**src/rtl/bp_resolve_queue_pkg.sv**
```systemverilog
`default_nettype none
// ============================================================================
// Module   : bp_resolve_queue_pkg
// Brief    : Shared branch-predictor constants, PHT index width, counter codes
// Revision : 1.0
// ============================================================================
package bp_resolve_queue_pkg;

  localparam int PHT_ADDR_W = 10;

  // 2-bit saturating counter states of the pattern history table
  typedef enum logic [1:0] {
    SNT = 2'b00,
    WNT = 2'b01,
    WT  = 2'b10,
    ST  = 2'b11
  } pht_ctr_e;

  localparam logic c_true     = 1'b1;
  localparam logic c_false    = 1'b0;
  localparam logic c_rst_lvl  = 1'b0;

endpackage
`default_nettype wire

```
**src/rtl/bp_fifo_mem.sv**
```systemverilog
`default_nettype none
// ============================================================================
// Module   : bp_fifo_mem
// Brief    : DEPTH x WIDTH register array, one write port, one async read port
// Revision : 1.0
// ============================================================================
module bp_fifo_mem #(
  parameter int DEPTH = 4,
  parameter int WIDTH = 11,
  parameter int PTR_W = $clog2(DEPTH)
) (
  input  logic             clk,
  input  logic             wr_en,
  input  logic [PTR_W-1:0] wr_ptr,
  input  logic [WIDTH-1:0] wr_data,
  input  logic [PTR_W-1:0] rd_ptr,
  output logic [WIDTH-1:0] rd_data
);

  logic [WIDTH-1:0] r_mem [DEPTH];

  // Storage is deliberately unreset; occupancy is tracked by the owner.
  always_ff @(posedge clk) begin
    if (wr_en) begin
      r_mem[wr_ptr] <= wr_data;
    end
  end

  assign rd_data = r_mem[rd_ptr];

endmodule
`default_nettype wire

```
**src/rtl/bp_resolve_queue.sv**
```systemverilog
`default_nettype none
// ============================================================================
// Module   : bp_resolve_queue
// Brief    : In-order queue of in-flight branch predictions driving PHT updates
// Revision : 1.0
// ============================================================================
module bp_resolve_queue
  import bp_resolve_queue_pkg::*;
#(
  parameter int DEPTH  = 4,
  parameter int ADDR_W = PHT_ADDR_W
) (
  input  logic                       clk,
  input  logic                       resetn,
  input  logic                       push_valid,
  input  logic [ADDR_W-1:0]          push_addr,
  input  logic                       push_pred_dir,
  output logic                       push_ready,
  input  logic                       resolve_valid,
  input  logic                       resolve_dir,
  input  logic                       flush,
  output logic                       upd_valid,
  output logic [ADDR_W-1:0]          upd_addr,
  output logic                       upd_dir,
  output logic                       upd_mispredict,
  output logic [$clog2(DEPTH):0]     count,
  output logic                       err_underflow
);

  localparam int PTR_W = $clog2(DEPTH);
  localparam int CNT_W = PTR_W + 1;
  localparam logic [CNT_W-1:0] c_depth = CNT_W'(DEPTH);

  logic [PTR_W-1:0]  r_wr_ptr;
  logic [PTR_W-1:0]  r_rd_ptr;
  logic [PTR_W-1:0]  w_rd_ptr_nxt;
  logic [CNT_W-1:0]  r_count;
  logic              w_full;
  logic              w_empty;
  logic              w_push;
  logic              w_resolve;
  logic              w_mispredict;
  logic              w_kill;
  logic [ADDR_W:0]   w_head;
  logic              r_upd_valid;
  logic [ADDR_W-1:0] r_upd_addr;
  logic              r_upd_dir;
  logic              r_upd_mispredict;
  logic              r_err_underflow;

  assign w_full       = (r_count == c_depth);
  assign w_empty      = (r_count == '0);
  assign w_resolve    = resolve_valid && !w_empty;
  assign w_mispredict = (w_head[0] != resolve_dir);
  // A wrong-path kill and an external redirect both squash everything younger
  // than the resolving head, including a push arriving in the same cycle.
  assign w_kill       = flush || (w_resolve && w_mispredict);
  assign w_push       = push_valid && !w_full && !w_kill;
  assign w_rd_ptr_nxt = r_rd_ptr + PTR_W'(w_resolve);

  bp_fifo_mem #(
    .DEPTH (DEPTH),
    .WIDTH (ADDR_W + 1),
    .PTR_W (PTR_W)
  ) u_mem (
    .clk     (clk),
    .wr_en   (w_push),
    .wr_ptr  (r_wr_ptr),
    .wr_data ({push_addr, push_pred_dir}),
    .rd_ptr  (r_rd_ptr),
    .rd_data (w_head)
  );

  always_ff @(posedge clk) begin
    if (resetn == c_rst_lvl) begin
      r_wr_ptr         <= '0;
      r_rd_ptr         <= '0;
      r_count          <= '0;
      r_upd_valid      <= c_false;
      r_upd_addr       <= '0;
      r_upd_dir        <= c_false;
      r_upd_mispredict <= c_false;
      r_err_underflow  <= c_false;
    end else begin
      r_rd_ptr    <= w_rd_ptr_nxt;
      r_upd_valid <= w_resolve;
      if (w_kill) begin
        r_wr_ptr <= w_rd_ptr_nxt;
        r_count  <= '0;
      end else begin
        r_wr_ptr <= r_wr_ptr + PTR_W'(w_push);
        r_count  <= r_count + CNT_W'(w_push) - CNT_W'(w_resolve);
      end
      if (w_resolve) begin
        r_upd_addr       <= w_head[ADDR_W:1];
        r_upd_dir        <= resolve_dir;
        r_upd_mispredict <= w_mispredict;
      end
      if (resolve_valid && w_empty) begin
        r_err_underflow <= c_true;
      end
    end
  end

  assign push_ready     = !w_full;
  assign upd_valid      = r_upd_valid;
  assign upd_addr       = r_upd_addr;
  assign upd_dir        = r_upd_dir;
  assign upd_mispredict = r_upd_mispredict;
  assign count          = r_count;
  assign err_underflow  = r_err_underflow;

endmodule
`default_nettype wire

```
**config.mk**
```make
export PLATFORM = sky130hd
export DESIGN_NAME = bp_resolve_queue
export DESIGN_NICKNAME = d
export VERILOG_FILES = /design/src/rtl/bp_resolve_queue_pkg.sv /design/src/rtl/bp_fifo_mem.sv /design/src/rtl/bp_resolve_queue.sv
export SDC_FILE = /design/constraint.sdc
export NUM_CORES = 1
export LEC_CHECK = 0
export ABC_AREA = 0
export CAP_MARGIN = 20
export CORE_ASPECT_RATIO = 0.8
export CORE_UTILIZATION = 30
export CTS_BUF_LIST = sky130_fd_sc_hd__clkbuf_2 sky130_fd_sc_hd__clkbuf_4 sky130_fd_sc_hd__clkbuf_8
export CTS_CLUSTER_DIAMETER = 50
export DETAILED_ROUTE_END_ITERATION = 10
export PLACE_DENSITY = 0.55
export SKIP_LAST_GASP = 1
export SYNTH_ARGS = -nofsm -noshare
export SYNTH_HDL_FRONTEND = slang
export SYNTH_SLANG_ARGS = --single-unit
```
**constraint.sdc**
```tcl
create_clock -name clk -period 3.3 [get_ports clk]
set_clock_uncertainty 0.05 [all_clocks]
set_input_delay 0.99 -clock clk [delete_from_list [all_inputs] [get_ports clk]]
set_output_delay 0.99 -clock clk [all_outputs]
set_load 0.05 [all_outputs]
```
# --- Yosys cells after proc, flatten, opt, wreduce, memory -nomap -nowiden ---
# Memory sizes are Yosys's and may differ from the RTL's. A register that Yosys moved wholly into a read port is not among the register bits.
# Cells that the tools add are included.
# W data, S select, Z words.
word_totals:
  register_bits: 21
  out_inout_bits: 18
  n_memories: 1
  ramBits: 44
classes:
  mux: 4
  n_eq_ne: 2
  n_reduce_logical: 11
  n_bitwise: 1
  addsub: 4
memory_table:
  columns: ["memory", "words", "width", "read_ports", "rd_ports_with_merged_regs", "write_ports", "line_no", "source"]
  rows:
  - ["u_mem.r_mem", 4, 11, 1, 1, 1, "bp_fifo_mem.sv:20", "logic [WIDTH-1:0] r_mem [DEPTH];"]
op_table:
  columns: ["op", "count"]
  rows:
  - ["$logic_and A1 B1 Y1", 5]
  - ["$add A2 B1 Y2", 2]
  - ["$mux W2", 2]
  - ["$add A3 B1 Y3", 1]
  - ["$eq A3 B3 Y1 const B", 1]
  - ["$logic_not A1 Y1", 3]
  - ["$logic_not A3 Y1", 1]
  - ["$sub A3 B1 Y3", 1]
  - ["$mux W1", 2]
  - ["$reduce_or A2 Y1", 1]
  - ["$logic_or A1 B1 Y1", 1]
  - ["$ne A1 B1 Y1", 1]
  - ["$not A1 Y1", 1]

# --- Logic depth before layout (Yosys ltp) ---
logic_depth:
  depth_word: 9
  ltp_mapped: 11

# --- By module ---
# Synthesis repeated with hierarchy kept, for this count alone.
hier_totals:
  hier_cells: 159
  hier_area_um2: 2523.7
by_module_without_submodules:
  columns: ["mod", "cells_each", "seq_area_each_um2", "area_each_um2", "n_inst"]
  rows:
  - ["bp_fifo_mem", 61, 1321.3, 1620.3, 1]
  - ["bp_resolve_queue", 98, 420.4, 903.4, 1]

# --- Worst setup path before layout ---
# No wires, ideal clock.
synth_path:
  kind: "input -> register"
  startpoint: "input port resolve_dir"
  endpoint: "register r_count[2], in the netlist count[2]"
  cell_stages: 10
  required_time_ps: 3134
  arrival_ps: 2916
  setup_slack_ps: 218
  cell_sequence: "nand2b_1 -> mux2_4 -> a31o_4 -> ha_1 -> inv_1 -> ha_1 -> fa_1 -> xnor2_1 -> xnor2_1 -> and3_1"
synth_between:
  elab_chain_cells: 7
  elab_cells_between_ends: 8
  classes_between: "add/sub (2); eq/ne (1); reduce/logical (5)"
synth_rtl:
  columns: ["element", "line_no", "source"]
  rows:
  - ["start: declaration", "bp_resolve_queue.sv:20", "input logic resolve_dir,"]
  - ["$ne A1 B1 Y1 *", "bp_resolve_queue.sv:54", "assign w_mispredict = (w_head[0] != resolve_dir);"]
  - ["$logic_and A1 B1 Y1 *", "bp_resolve_queue.sv:57", "assign w_kill = flush || (w_resolve && w_mispredict);"]
  - ["$logic_or A1 B1 Y1 *", "bp_resolve_queue.sv:57", null]
  - ["$logic_not A1 Y1", "bp_resolve_queue.sv:58", "assign w_push = push_valid && !w_full && !w_kill;"]
  - ["$logic_and A1 B1 Y1", "bp_resolve_queue.sv:58", null]
  - ["$add A3 B1 Y3", "bp_resolve_queue.sv:92", "r_count <= r_count + CNT_W'(w_push) - CNT_W'(w_resolve);"]
  - ["$sub A3 B1 Y3", "bp_resolve_queue.sv:92", null]
  - ["end signal: assignment", "bp_resolve_queue.sv:92", null]
  - ["end: declaration", "bp_resolve_queue.sv:37", "logic [CNT_W-1:0] r_count;"]
# Every way passes the cells marked *; elsewhere a longest branch is shown, timed or not.
# A chain may end at the register's enable or synchronous reset.

# --- Final worst setup path ---
# Ends and elaborated chain as after synthesis.

==> reports/summary.md <==
## Pwr
* 521 nW/um^2 — total power per unit cell area
* 1.34 mW — Internal Power
* 12.0% — combinational fraction of design power
* 35.3% — clock group share of total power
* 52.7% — part of the total power dissipated in sequential elements
* 1.73 mW — Power, Total
* 0.390 mW — switching power of the nets
* 1.18 nW — static leakage
* 0.176 mV — largest vdd supply drop
* 22.6% — switching share of total power

## Timing
* 0 — number of hold violations in the final report
* 62.9% — relative max-transition margin
* 0 — # setup viols final
* 0 — number of pins with negative max-slew slack in the final report
* 0.555 ns — Tightest Pin Transition
* no — setup repair after global routing missed its margin
* 0.415 ns — Final Hold Slack
* 97.0% — ratio of final minimum period to clock period
* 3.20 ns — final critical-path required period
* 312 MHz — maximum clock rate

## Min path
* 2 — Hold Path Stages
* upd_addr[3] — Min-Delay Endpoint
* reg -> reg — class of the most critical hold timing path
* upd_addr[3] — start point of the worst min-delay path

## Critical path
* in -> reg — type of the setup path with the least slack
* 3.38 ns — Arrival @ worst endpoint
* 3.47 ns — required time reported for the critical path endpoint
* 4 — Worst Path Max Fanout
* flop — critical path endpoint category
* 10 — R2R depth
* 0.65 ns — setup slack on the worst flop-to-flop path
* r_rd_ptr[1] — Reg-to-Reg Start
* count[2] — capturing point of the worst reg2reg path
* input port — CP Launch Type

## Job
* 0 — max-cap violation count

## Global route
* 14.5% — met1 Usage GRT
* met2 — most used routing layer
* 20 — largest net degree at the start of global routing
* 0 — residual overflow from global routing
* 11.3% — overall global routing resource usage
* 5.43% — M3 GR Usage
* 16.9% — met2 Resource Use GR
* 7.31 mm — wire length of the first global-routing pass
* 1,409 — via count of the first global-routing pass
* 0 — number of antenna violations at the first check in global routing

## Die
* 35 — number of top-level pins
* 31.5% — starting utilization of the core area
* 84.4 um — DIE HEIGHT
* 8090 sq um — core area
* 8870 sq um — area of the die
* 29 — standard-cell row count
* 105 um — Die X-Extent

## Finish
* 244 — nets@finish
* 334 — count of non-filler cells in the finished layout
* 0 — antenna fix cells
* 757 — Filler Cells Inserted
* 30.2% — area overhead of the layout relative to synthesis
* 21.7% — share of post-route cells with drive strength above 1

## Clock tree
* 0.33 ns — clock network latency to the later pin of the worst-skew pair
* 65 — clock sink total
* clkbuf_8 — Clock Tree Root
* 0.06 ns — clock slew at reported path FFs
* 0 — number of cells upsized or downsized after cts
* 0 — number of hold buffers added after CTS
* 2 — Longest Clk Path Bufs
* 9 — number of CTS-inserted buffers
* built — clock tree from TritonCTS
* 3 — number of H-tree branching levels
* 0 — post-CTS setup buffer count

## Detailed routing
* 55 — first-iteration detailed-routing DRC count
* 0 — post-route antenna net violation count
* 4.30 — via density per instance
* 1,436 — number of vias in the routed layout
* 4.43 mm — total detailed-routing wirelength
* 13.3 um — drt wl/cell
* 0 — post-detailed-route DRC marker count
* 4 — first-pass detailed-route iteration total

## Synthesis
* 68.4% — post-synthesis sequential area ratio
* 187 — post-synthesis net count
* 65 — number of storage elements in the synthesis netlist
* 165 — post-synthesis instance total
* 0 — Synth warnings
* 15.4 sq um — per-instance average area after synthesis
* 28 — count of distinct cell types in the synthesized netlist
* 2550 sq um — post-synthesis instance area

## Placement
* 319 — Placed Cells
* 0.694 — routability-driven placement congestion ratio
* 3.13 mm — Detailed Place HPWL
* 34 — IO Port Bufs

## Run status
* finished, final reports clean — result of the run

[stage by stage]
stage               cell area [sq um]  setup slack [ns]  setup TNS (ns)  util [%]
global route                     3320            0.0171               0      41.0
floorplan                        2550             0.218               0         -
global placement                 3130            -0.228          -0.228      38.7
detailed placement               3130            -0.281          -0.299      38.7
CTS                              3310            0.0722               0      40.9
finish                           3320            0.0976               0      41.0
[sequential cells by signal, summed over array words and instances, names as in the netlist]
| signal | count |
|---|---|
| upd_mispredict | 1 |
| r_rd_ptr | 2 |
| u_mem.r_mem | 44 |
| count | 3 |
| upd_valid | 1 |
| upd_dir | 1 |
| err_underflow | 1 |
| upd_addr | 10 |
| r_wr_ptr | 2 |
[Yosys cell counts]
master / instances / share of area, %
mux2_4: 1 / 0.59
fa_1: 1 / 0.79
xor2_1: 2 / 0.69
edfxtp_1: 44 / 52
clkbuf_1: 2 / 0.29
nand3_1: 1 / 0.20
nand2_1: 29 / 4.3
buf_4: 1 / 0.29
buf_2: 3 / 0.59
nor3_1: 2 / 0.39
inv_1: 7 / 1.0
and3_1: 3 / 0.74
mux2i_1: 5 / 2.0
mux4_2: 10 / 8.8
a31oi_2: 1 / 0.49
nor3b_2: 2 / 0.98
or3b_2: 1 / 0.34
nand3b_1: 1 / 0.29
nor2_1: 2 / 0.29
ha_1: 4 / 2.0
and2_1: 1 / 0.25
dfxtp_1: 21 / 17
xnor2_1: 2 / 0.69
a21oi_1: 1 / 0.20
nand2b_1: 2 / 0.49
a31o_4: 1 / 0.69
nor2b_1: 3 / 0.74
a21boi_0: 12 / 3.5
[layer usage]
metal,vias to the layer above,routed length [um],part of all wire [%]
met2,41,1990,45
met5,-,0,0
met1,681,2100,47
li1,712,-,-
met4,0,26,0.59
met3,2,323,7.3
[kinds of logic after synthesis]
kind of cell	count (synthesis)	synth area share (%)
xor+xnor	4	1.38
compound gates	15	4.91
mux	16	11.4
fa+ha+maj	5	2.75
flops	65	68.4
buf+inv	13	2.21
simple gates	47	8.99
[final cells by class]
cell class	count	area, sq um	area share, %
clock buffers	10	131	3.96
inverters	7	26.3	0.792
clock inverters	5	47.5	1.43
multi-input cells	87	759	22.9
repair buffers	52	475	14.3
well taps	108	135	4.07
flip-flops and latches	65	1740	52.5
[critical path: stages]
cell and delay [ns]:
clkdlybuf4s50_1 0.45, nand2b_1 0.16, mux2_4 0.27, a31o_4 0.23, ha_1 0.26, inv_1 0.04, ha_1 0.18, fa_2 0.35
xnor2_2 0.14, xnor2_1 0.12, and3_1 0.17
[cell usage in the layout, fill, tap and decap left out, types with 2 or more instances in the layout]
cell type,Yosys,final
clkinv_2,0,2
xor2_1,2,2
edfxtp_1,44,44
ha_1,4,4
nand2_1,29,29
and3_1,3,3
mux4_2,10,10
clkdlybuf4s50_1,0,34
nor3b_2,2,2
a21boi_0,12,12
clkbuf_8,0,9
buf_4,1,18
dfxtp_1,21,21
nor2_1,2,2
inv_1,7,7
clkinv_1,0,2
nor2b_1,3,3
mux2i_1,5,5
nor3_1,2,2
nand2b_1,2,2
[power groups by stage]
stage	sequential [mW]	combinational, mW	clock, mW
final	0.910	0.207	0.610
after global placement	0.927	0.206	0
after CTS	0.910	0.208	0.633
after detailed placement	0.928	0.208	0
after floorplan	0.965	0.0857	0
after global routing	0.913	0.224	0.668
[worst max-delay path by stage]
stage | startpoint | end | slack (ns) | cells after the start
after floorplan | resolve_dir | count[2] | 0.22 | 10
after global placement | resolve_dir | count[2] | -0.23 | 11
after detailed placement | resolve_dir | count[2] | -0.28 | 11
after CTS | resolve_dir | count[2] | 0.07 | 11
after global routing | resolve_dir | count[2] | 0.02 | 11
final | resolve_dir | count[2] | 0.1 | 11
(Power assumes the default switching activity.)
